`src/rtl/varsplit_if.sv`:
```
// -----------------------------------------------------------------------------
// varsplit_if -- command port of the varsplit token redistribution controller.
//
// Signals:
//   req_valid  command present (master -> slave)
//   req_ready  controller can accept a command (slave -> master)
//   req_dir    0 = hub->spoke, 1 = spoke->hub
//   req_sel    spoke index 0..3
//   req_amt    requested unit count, W bits
// -----------------------------------------------------------------------------
interface varsplit_if #(
   parameter int W = 8
);
   logic         req_valid;
   logic         req_ready;
   logic         req_dir;
   logic [1:0]   req_sel;
   logic [W-1:0] req_amt;

   modport master (
      output req_valid,
      output req_dir,
      output req_sel,
      output req_amt,
      input  req_ready
   );

   modport slave (
      input  req_valid,
      input  req_dir,
      input  req_sel,
      input  req_amt,
      output req_ready
   );
endinterface

```
`src/rtl/varsplit.sv`:
```
// -----------------------------------------------------------------------------
// varsplit -- token redistribution controller.
//
// A pool of TOTAL units starts in the hub and is moved one unit per clock
// between the hub and one of four spokes. A command names a direction, a spoke
// and an amount; the amount is clamped to what the source actually holds, so
// no register ever underflows or exceeds TOTAL.
//
// Ports:
//   clk              clock, rising edge
//   rst_n            asynchronous active-low reset
//   req              command port (varsplit_if.slave)
//   busy             high while units are moving (MOVE)
//   done             one-cycle completion pulse (DONE)
//   moved            units moved by the current / last command
//   hub              hub register
//   spoke0..spoke3   spoke registers
// -----------------------------------------------------------------------------
module varsplit #(
   parameter int W     = 8,
   parameter int TOTAL = 5
) (
   input  logic         clk,
   input  logic         rst_n,
   varsplit_if.slave    req,
   output logic         busy,
   output logic         done,
   output logic [W-1:0] moved,
   output logic [W-1:0] hub,
   output logic [W-1:0] spoke0,
   output logic [W-1:0] spoke1,
   output logic [W-1:0] spoke2,
   output logic [W-1:0] spoke3
);

   typedef enum logic [1:0] {
      S_IDLE = 2'd0,
      S_MOVE = 2'd1,
      S_DONE = 2'd2
   } state_t;

   localparam logic [W-1:0] TOTAL_W = W'(TOTAL);
   localparam logic [W-1:0] ONE_W   = {{(W-1){1'b0}}, 1'b1};

   state_t       state;
   state_t       state_nxt;

   logic [W-1:0] hub_q;
   logic [W-1:0] spoke_q [4];
   logic [W-1:0] moved_q;
   logic [W-1:0] rem_q;
   logic [W-1:0] amt_q;
   logic         dir_q;
   logic [1:0]   sel_q;

   logic         accept;
   logic [W-1:0] src_val;
   logic [W-1:0] rem_acc;

   // Clamp the request to what the source holds; this clamp is what keeps
   // every later decrement from wrapping.
   function automatic logic [W-1:0] clamp_amt(input logic [W-1:0] amt,
                                              input logic [W-1:0] avail);
      return (amt < avail) ? amt : avail;
   endfunction

   assign accept  = (state == S_IDLE) && req.req_valid;
   assign src_val = req.req_dir ? spoke_q[req.req_sel] : hub_q;
   assign rem_acc = clamp_amt(req.req_amt, src_val);

   // State register
   always_ff @(posedge clk or negedge rst_n) begin
      if (!rst_n) begin
         state <= S_IDLE;
      end else begin
         state <= state_nxt;
      end
   end

   // Next-state logic
   always_comb begin
      state_nxt = state;
      unique case (state)
         S_IDLE: begin
            if (req.req_valid) begin
               state_nxt = (rem_acc != '0) ? S_MOVE : S_DONE;
            end
         end
         S_MOVE: begin
            if (rem_q == ONE_W) begin
               state_nxt = S_DONE;
            end
         end
         S_DONE:  state_nxt = S_IDLE;
         default: state_nxt = S_IDLE;
      endcase
   end

   // Pool registers and progress counters
   always_ff @(posedge clk or negedge rst_n) begin
      if (!rst_n) begin
         hub_q   <= TOTAL_W;
         moved_q <= '0;
         rem_q   <= '0;
         for (int i = 0; i < 4; i++) begin
            spoke_q[i] <= '0;
         end
      end else if (accept) begin
         rem_q   <= rem_acc;
         moved_q <= '0;
      end else if (state == S_MOVE) begin
         rem_q   <= rem_q - ONE_W;
         moved_q <= moved_q + ONE_W;
         if (dir_q) begin
            spoke_q[sel_q] <= spoke_q[sel_q] - ONE_W;
            hub_q          <= hub_q + ONE_W;
         end else begin
            hub_q          <= hub_q - ONE_W;
            spoke_q[sel_q] <= spoke_q[sel_q] + ONE_W;
         end
      end
   end

   // Command latch; only meaningful after an accept, so no reset needed
   always_ff @(posedge clk) begin
      if (accept) begin
         dir_q <= req.req_dir;
         sel_q <= req.req_sel;
         amt_q <= req.req_amt;
      end
   end

   assign req.req_ready = (state == S_IDLE);
   assign busy          = (state == S_MOVE);
   assign done          = (state == S_DONE);
   assign moved         = moved_q;
   assign hub           = hub_q;
   assign spoke0        = spoke_q[0];
   assign spoke1        = spoke_q[1];
   assign spoke2        = spoke_q[2];
   assign spoke3        = spoke_q[3];

   // Conservation and bound properties; the pool sum is widened by three bits
   // so that five W-bit terms cannot overflow.
   logic [W+2:0] pool_sum;
   assign pool_sum = (W+3)'(hub_q) + (W+3)'(spoke_q[0]) + (W+3)'(spoke_q[1])
                   + (W+3)'(spoke_q[2]) + (W+3)'(spoke_q[3]);

   a_conserve: assert property (@(posedge clk) disable iff (!rst_n)
      pool_sum == (W+3)'(TOTAL));

   a_bounds: assert property (@(posedge clk) disable iff (!rst_n)
      (hub_q <= TOTAL_W) && (spoke_q[0] <= TOTAL_W) && (spoke_q[1] <= TOTAL_W)
      && (spoke_q[2] <= TOTAL_W) && (spoke_q[3] <= TOTAL_W));

   a_moved: assert property (@(posedge clk) disable iff (!rst_n)
      (state == S_IDLE) || (moved_q <= amt_q));

   a_onehot: assert property (@(posedge clk) disable iff (!rst_n)
      $onehot({busy, done, req.req_ready}));

endmodule

```
`src/flat_wrapper.sv`:
```
// flat-port wrapper written by rule: the top's interface ports become plain ports
module varsplit_flat 
#(
   parameter int W     = 8,
   parameter int TOTAL = 5
)
  (clk, rst_n, busy, done, moved, hub, spoke0, spoke1, spoke2, spoke3, req_req_valid, req_req_dir, req_req_sel, req_req_amt, req_req_ready);
  varsplit_if #(.W(W)) req_i ();
  input  logic clk;
  input  logic rst_n;
  output logic busy;
  output logic done;
  output logic [W-1:0] moved;
  output logic [W-1:0] hub;
  output logic [W-1:0] spoke0;
  output logic [W-1:0] spoke1;
  output logic [W-1:0] spoke2;
  output logic [W-1:0] spoke3;
  input wire logic [$bits(req_i.req_valid)-1:0] req_req_valid;
  input wire logic [$bits(req_i.req_dir)-1:0] req_req_dir;
  input wire logic [$bits(req_i.req_sel)-1:0] req_req_sel;
  input wire logic [$bits(req_i.req_amt)-1:0] req_req_amt;
  output wire logic [$bits(req_i.req_ready)-1:0] req_req_ready;
  assign req_i.req_valid = req_req_valid;
  assign req_i.req_dir = req_req_dir;
  assign req_i.req_sel = req_req_sel;
  assign req_i.req_amt = req_req_amt;
  assign req_req_ready = req_i.req_ready;
  varsplit #(.W(W), .TOTAL(TOTAL)) u_core (.clk(clk), .rst_n(rst_n), .req(req_i), .busy(busy), .done(done), .moved(moved), .hub(hub), .spoke0(spoke0), .spoke1(spoke1), .spoke2(spoke2), .spoke3(spoke3));
endmodule
```
`config.mk`:
```
export PLATFORM = sky130hd
export DESIGN_NAME = varsplit_flat
export DESIGN_NICKNAME = d
export VERILOG_FILES = /design/src/rtl/varsplit_if.sv /design/src/rtl/varsplit.sv /design/src/flat_wrapper.sv
export SDC_FILE = /design/constraint.sdc
export NUM_CORES = 1
export LEC_CHECK = 0
export ABC_AREA = 0
export BUFFER_PORTS_ARGS = -buffer_cell sky130_fd_sc_hd__buf_2
export CORE_ASPECT_RATIO = 0.9
export CORE_UTILIZATION = 40
export CTS_CLUSTER_SIZE = 10
export DETAILED_ROUTE_END_ITERATION = 12
export SYNTH_ARGS = -nofsm -noshare
export SYNTH_HDL_FRONTEND = slang
export SYNTH_SLANG_ARGS = --single-unit
```
`constraint.sdc`:
```
create_clock -name clk -period 2.9 [get_ports clk]
set_input_delay 0.58 -clock clk [delete_from_list [all_inputs] [get_ports clk]]
set_output_delay 0.58 -clock clk [all_outputs]
set_load 0.03 [all_outputs]
```
==> results_dict.tcl, run 1 <==
set metrics [dict create \
    outcome "finished clean" \
    r2r-start "u_core.spoke0[5]" \
    dr.pass1.iters 5 \
    multi_input_area_sq_um 2110 \
    power.density_nw_per_um2 1160 \
    maxCapViolations 0 \
    syn_to_final_growth_pct 22.9 \
    postLayoutCoreUtil 0.505 \
    finalMaxSlewViolations 0 \
    clock-sinks 61 \
    synth-seq-cells 61 \
    critPathRequiredTime_ps 3130 \
    insertion_delay_ps 350 \
    leakagePower_nw 2.16 \
    grt_first_pass_wirelength_um 16200 \
    crit_type "primary input to register" \
    end_kind "register" \
    intPower_mw 2.74 \
    grt_overflow_total 0 \
    hold_buffers 0 \
    crit_family "multiplexers" \
    slew_headroom 0.582 \
    drtIter0Drc 187 \
    clock_path_buffers 2 \
    design.core.area_sq_um 9130 \
    timing.hold.ws_ps 225 \
    path_depth 12 \
    combPwrFrac 0.564 \
    synth_area_leader_cell "dfrtp_1" \
    synth_top_area_share 0.374 \
    clk_pin_slew_ps 80 \
    cts_made_buffers 9 \
    grt_pass1_vias 3139 \
    r2r_cells 11 \
    instances_no_fill 603 \
    syn_nets 420 \
    drc_errors 0 \
    critPathSlowestCell "mux4_2" \
    setup_violations 0 \
    layout.nets 509 \
    wl_per_cell_um 16.3 \
    worst_pin_slew_ps 625 \
    max_freq_mhz 361 \
    final_antenna_net_count 0 \
    crit_buf_inv 3 \
    io_pins 65 \
    clockPowerShare 0.127 \
    dpl.cell_count 581 \
    place.gp.congestion 0.922 \
    diodes 0 \
    vias 3259 \
    post-route-period-util 0.956 \
    synth.most_common_cell "nand2_1" \
    hold_viol 0 \
    dp_hpwl_um 7330 \
    grt_usage 0.216 \
    final_area_sq_um 4610 \
    pre_cts_ws_ps -259 \
    htree_num_levels 3 \
    path_common_cell "a21o_1" \
    switching_share 0.488 \
    slowest_delay_ps 500 \
    synth-seq-area-share 0.412 \
    synth_area_leaders "dfrtp_1 (37%), mux4_2 (7.2%), o21ai_0 (6.7%), nand2_1 (6.1%), ha_1 (6.0%)" \
    start_util 0.411 \
    p_sw_mw 2.61 \
    seq_area_sq_um 1540 \
    core.rowCount 33 \
    crit_chain "buf_2 > mux4_2 > mux2_4 > inv_1 > ha_1 > a21o_1 > a21o_1 > a21oi_2 > and3_4 > buf_4 > nor3_1 > a311o_1" \
    grt_max_degree 59 \
    synthTopCellsByCount "nand2_1 (61), dfrtp_1 (56), o21ai_0 (50), nand3_1 (20), ha_1 (18)" \
    fp.dieH_um 93.8 \
    drive_gt1_frac 0.299 \
    cts_root_buffer "clkbuf_8" \
    min_path_type "primary input to asynchronous set/reset pin" \
    arrival_ps 3000 \
    die_area_sq_um 9760 \
    crit_fanout 7 \
    syn_area_per_cell_sq_um 9.69 \
    routed_wl_um 9860 \
    syn_inst 387 \
    worst_slack_ps 128 \
    fin_crit_ps 2770 \
    synth_area_sq_um 3750 \
    cts_tree "built" \
    clock-skew-final_ps 7.75 \
    synth_edf_count 3 \
    p_seq_frac 0.309 \
    port_buffers 64 \
    async_flop_share 0.951 \
    critPathLaunch "req_req_sel[0]" \
    ys_warn_count 0 \
    synthFlopType "dfrtp_1" \
    cp-start-kind "primary input" \
    place_area_sq_um 4360 \
    ir_drop_mv 0.433 \
    die_x_um 104 \
    ys_types 49 \
    grt_antenna_before_repair 0 \
    vias_per_cell 5.40 \
    n_fill_cell 855 \
]
layout make-up:
| class | instances | area share |
|---|---|---|
| timing repair buffer | 97 | 0.126 |
| multi-input combinational | 295 | 0.458 |
| inverter | 12 | 0.00978 |
| tap | 122 | 0.0331 |
| clock buffer | 9 | 0.0269 |
| sequential | 61 | 0.335 |
| clock inverter | 7 | 0.0111 |
worst paths after layout:
check | end | slack [ps]
worst min register to register | u_core.spoke2[7] | 490
max in group asynchronous | u_core.hub[0] | 2380
worst min-delay path | u_core.moved[4] | 230
worst max-delay path | u_core.rem_q[7] | 130
worst max register to register | u_core.rem_q[7] | 130
min in group clk | u_core.spoke2[7] | 490
metal layers:
| layer | global-route usage | vias up | part of all wire |
|---|---|---|---|
| li1 | - | 1577 | - |
| met1 | 0.299 | 1575 | 0.47 |
| met2 | 0.326 | 97 | 0.46 |
| met3 | 0.0680 | 10 | 0.060 |
| met4 | 0.0571 | 0 | 0.012 |
| met5 | 0 | - | 0 |
sequential cells by signal, indices dropped and copies added, names as in the netlist, named ones only:
register	count
u_core.rem_q	8
u_core.sel_q	2
u_core.spoke3	7
u_core.spoke0	7
u_core.hub	8
u_core.state	2
u_core.spoke1	7
u_core.spoke2	7
u_core.dir_q	1
u_core.moved	8
metrics by stage:
| step | power [mW] | setup TNS (ps) |
|---|---|---|
| floorplan | 3.66 | 0 |
| global placement | 4.54 | -1960 |
| detailed placement | 4.61 | -1890 |
| CTS | 5.31 | 0 |
| global route | 5.79 | -0.315 |
| finish | 5.36 | 0 |
power groups by stage:
stage / clock (mW) / sequential, mW / combinational (mW)
5_1_grt: 0.745 / 1.72 / 3.33
4_1_cts: 0.704 / 1.66 / 2.95
2_1_floorplan: 0 / 2.09 / 1.57
6_report: 0.680 / 1.66 / 3.02
3_5_place_dp: 0 / 1.67 / 2.93
3_3_place_gp: 0 / 1.66 / 2.88
what timing repair did:
action,in CTS,in global routing
endpoints found under the hold margin,0,0
setup buffers,0,6
endpoints found under the setup margin,0,8
resized for setup,0,9
cells in the final DEF, fill, tap and decap left out, drive strengths merged, types with 2 or more instances in the layout:
master / synthesis / final
o21ai: 50 / 50
and4: 2 / 2
or3: 3 / 3
o22ai: 2 / 2
nor2: 17 / 17
a31oi: 7 / 7
clkinv: 0 / 3
and3: 2 / 2
a311o: 3 / 3
nand3: 20 / 20
xor2: 11 / 11
mux2i: 13 / 13
buf: 4 / 97
xnor2: 7 / 7
nand2b: 5 / 5
clkbuf: 15 / 9
a22oi: 2 / 2
nor2b: 6 / 6
o211ai: 4 / 4
a21oi: 7 / 7
nor4: 5 / 5
ha: 18 / 18
clkinvlp: 0 / 3
edfxtp: 3 / 3
mux4: 13 / 13
dfrtp: 56 / 56
inv: 12 / 13
nand2: 61 / 61
nand4: 5 / 5
dfstp: 2 / 2
nor3: 10 / 10
a21o: 5 / 5
mux2: 6 / 6
worst reg2reg max path, delay by kind of cell (launching register included):
kind            cells  cell delay, ps
compound gates      4             780
simple gates        2             260
flops               1             420
mux                 2             740
buf+inv             2             210
fa+ha+maj           1             230
logic make-up (layout without fill, tap and decap cells):
kind of cell,after synthesis,in the layout,share of synthesized area
AO/OA/AOI/OAI,87,87,0.137
XOR/XNOR,18,18,0.0421
adder cells (fa/ha/maj),19,19,0.0654
buffers and inverters,31,125,0.0347
flip-flops,61,61,0.412
multiplexers,32,32,0.133
AND/OR/NAND/NOR,139,139,0.177
(Power assumes the default switching activity.)
==> run 2, diff against run 1 <==
--- a/config.mk
+++ b/config.mk
@@ -5,7 +5,7 @@
 export SDC_FILE = /design/constraint.sdc
 export NUM_CORES = 1
 export LEC_CHECK = 0
-export ABC_AREA = 0
+export ABC_AREA = 1
 export BUFFER_PORTS_ARGS = -buffer_cell sky130_fd_sc_hd__buf_2
 export CORE_ASPECT_RATIO = 0.9
 export CORE_UTILIZATION = 40
==> constraint.sdc (replaced) <==
create_clock -name clk -period 2.9 [get_ports clk]
set_input_delay 0.145 -clock clk [delete_from_list [all_inputs] [get_ports clk]]
set_output_delay 0.145 -clock clk [all_outputs]
set_load 0.03 [all_outputs]
==> results_dict.tcl, run 2 <==
set metrics [dict create \
    outcome "finished, violations left" \
    violations "negative hold slack" \
    clock_path_buffers 2 \
    clk_pin_slew_ps 80 \
    grt_overflow_total 0 \
    wl_per_cell_um 15.3 \
    p_sw_mw 0.432 \
    switching_share 0.256 \
    power.density_nw_per_um2 368 \
    rsz0062_at_grt "no" \
    fp.dieH_um 96.0 \
    place_area_sq_um 4420 \
    intPower_mw 1.26 \
    die_area_sq_um 10200 \
    drive_gt1_frac 0.186 \
    finalMaxSlewViolations 0 \
    synth_edf_count 3 \
    worst_pin_slew_ps 1010 \
    p_seq_frac 0.507 \
    drc_errors 0 \
    synthFlopType "dfrtp_1" \
    clock-sinks 61 \
    design.core.area_sq_um 9330 \
    combPwrFrac 0.079 \
    r2r_cells 13 \
    port_buffers 64 \
    grt_first_pass_wirelength_um 18300 \
    path_common_cell "inv_1" \
    crit_fanout 7 \
    synth_area_leader_cell "dfrtp_1" \
    slew_headroom 0.325 \
    final_antenna_net_count 0 \
    cts_root_buffer "clkbuf_8" \
    place.gp.congestion 0.970 \
    synthTopCellsByCount "nand2_1 (102), inv_1 (77), o21ai_0 (71), dfrtp_1 (56), nand3_1 (43)" \
    htree_num_levels 3 \
    dpl.cell_count 708 \
    end_kind "register" \
    reg2reg_to "u_core.spoke3[4]" \
    critPathRequiredTime_ps 3180 \
    start_util 0.421 \
    synth_top_area_share 0.357 \
    max_freq_mhz 400 \
    hold_viol 42 \
    clock-skew-final_ps 13.2 \
    vias_per_cell 5.22 \
    synth-seq-area-share 0.393 \
    hold_buffers 0 \
    synth-seq-cells 61 \
    core.rowCount 33 \
    ys_warn_count 0 \
    dp_hpwl_um 8340 \
    diodes 0 \
    syn_inst 524 \
    ir_drop_mv 0.264 \
    syn_area_per_cell_sq_um 7.50 \
    cts_tree "built" \
    post-route-period-util 0.861 \
    layout.nets 630 \
    dr.pass1.iters 5 \
    timing.hold.ws_ps -34.0 \
    async_flop_share 0.951 \
    final_common_cell "nand2_1" \
    synth_area_sq_um 3930 \
    grt_antenna_before_repair 0 \
    r2r_slack_ps 400 \
    routed_wl_um 11000 \
    grt_pass1_vias 3589 \
    synth.most_common_cell "nand2_1" \
    cts_made_buffers 9 \
    insertion_delay_ps 350 \
    layout_common_cells "nand2_1 (102), inv_1 (77), o21ai_0 (71), buf_2 (64), dfrtp_1 (56)" \
    slowest_delay_ps 440 \
    power.total_mw 1.69 \
    instances_no_fill 724 \
    ys_types 45 \
    grt_max_degree 46 \
    crit_chain "nor2_1 > inv_2 > o22ai_1 > a21oi_1 > o21ai_2 > inv_1 > ha_1 > nand2_1 > nor2_2 > o21ai_1 > xor2_1 > mux2i_1 > inv_1" \
    leakagePower_nw 2.32 \
    syn_nets 557 \
    grt_usage 0.236 \
    maxCapViolations 0 \
    io_pins 65 \
    setup_violations 0 \
    critPathLaunch "u_core.sel_q[1]" \
    r2r-start "u_core.sel_q[1]" \
    min_path_type "primary input to asynchronous set/reset pin" \
    arrival_ps 2780 \
    synth_area_leaders "dfrtp_1 (36%), nand2_1 (9.7%), o21ai_0 (9.0%), inv_1 (7.4%), ha_1 (5.7%)" \
    syn_to_final_growth_pct 16.9 \
    cts_setup_buffers 0 \
    critPathSlowestCell "edfxtp_1" \
    die_x_um 106 \
    fin_crit_ps 2500 \
    clockPowerShare 0.413 \
    cts_resized 0 \
    drtIter0Drc 270 \
    fin_setup_tns_ps 0 \
    cp-start-kind "register" \
    crit_type "register to register" \
    final_area_sq_um 4590 \
    vias 3776 \
]
-- run 2: changes by cell type in the layout (fill, tap and decap cells not counted), sizes merged, moves of 13 or more --
cell   change
nand3     +23
mux4      -13
inv       +70
nor2      +23
buf       -23
a21oi     +17
o21ai     +29
nand2     +47
-- run 2: cell type report --
class	count	area, sq um
clock buffer	14	163
clock inverter	2	10.0
fill	946	4740
inverter	84	315
multi-input combinational	367	2010
sequential	61	1540
tap	122	153
timing repair buffer	74	395
-- run 2: worst max-delay path by stage --
stage / depth (start not counted) / to / slack (ps)
finish: 13 / u_core.spoke3[4] / 400
global route: 16 / u_core.state[1] / 140
global placement: 17 / u_core.state[0] / 440
detailed placement: 17 / u_core.state[0] / 380
floorplan: 16 / u_core.state[0] / 370
CTS: 17 / u_core.state[0] / 410
-- run 2: power by group through the flow --
stage / Sequential (mW) / Combinational [mW] / Clock [mW]
2_1_floorplan: 0.873 / 0.0832 / 0
3_3_place_gp: 0.873 / 0.130 / 0
3_5_place_dp: 0.873 / 0.134 / 0
4_1_cts: 0.856 / 0.135 / 0.707
5_1_grt: 0.856 / 0.154 / 0.749
6_report: 0.857 / 0.134 / 0.698
-- run 2: cell families after synthesis --
family          count (synthesis)  synth area share
xor+xnor                       10            0.0223
buf+inv                        96            0.0946
flops                          61             0.393
mux                             1           0.00255
compound gates                131             0.195
fa+ha+maj                      19            0.0624
simple gates                  206             0.231
-- run 2: per-stage QoR --
step,utilization,setup WS (ps)
after global placement,0.474,443
final,0.492,403
after global routing,0.492,140
after floorplan,-,367
after CTS,0.492,406
after detailed placement,0.474,376
-- run 2: critical path, delay by kind of cell (launching register included) --
kind | cells | cell delay [ps]
xor gates and xnor gates | 1 | 360
buffers and inverters | 3 | 350
adders and majority gates | 1 | 210
and+or+nand+nor | 3 | 430
DFF | 1 | 440
AOI/OAI and AO/OA | 4 | 520
muxes | 1 | 130
-- run 2: layer usage --
layer | GRT usage | wire length (um) | up-vias
met5 | 0 | 0 | -
met4 | 0.0674 | 209 | 0
met3 | 0.0535 | 624 | 18
met2 | 0.372 | 4900 | 115
met1 | 0.327 | 5320 | 1755
li1 | - | - | 1888
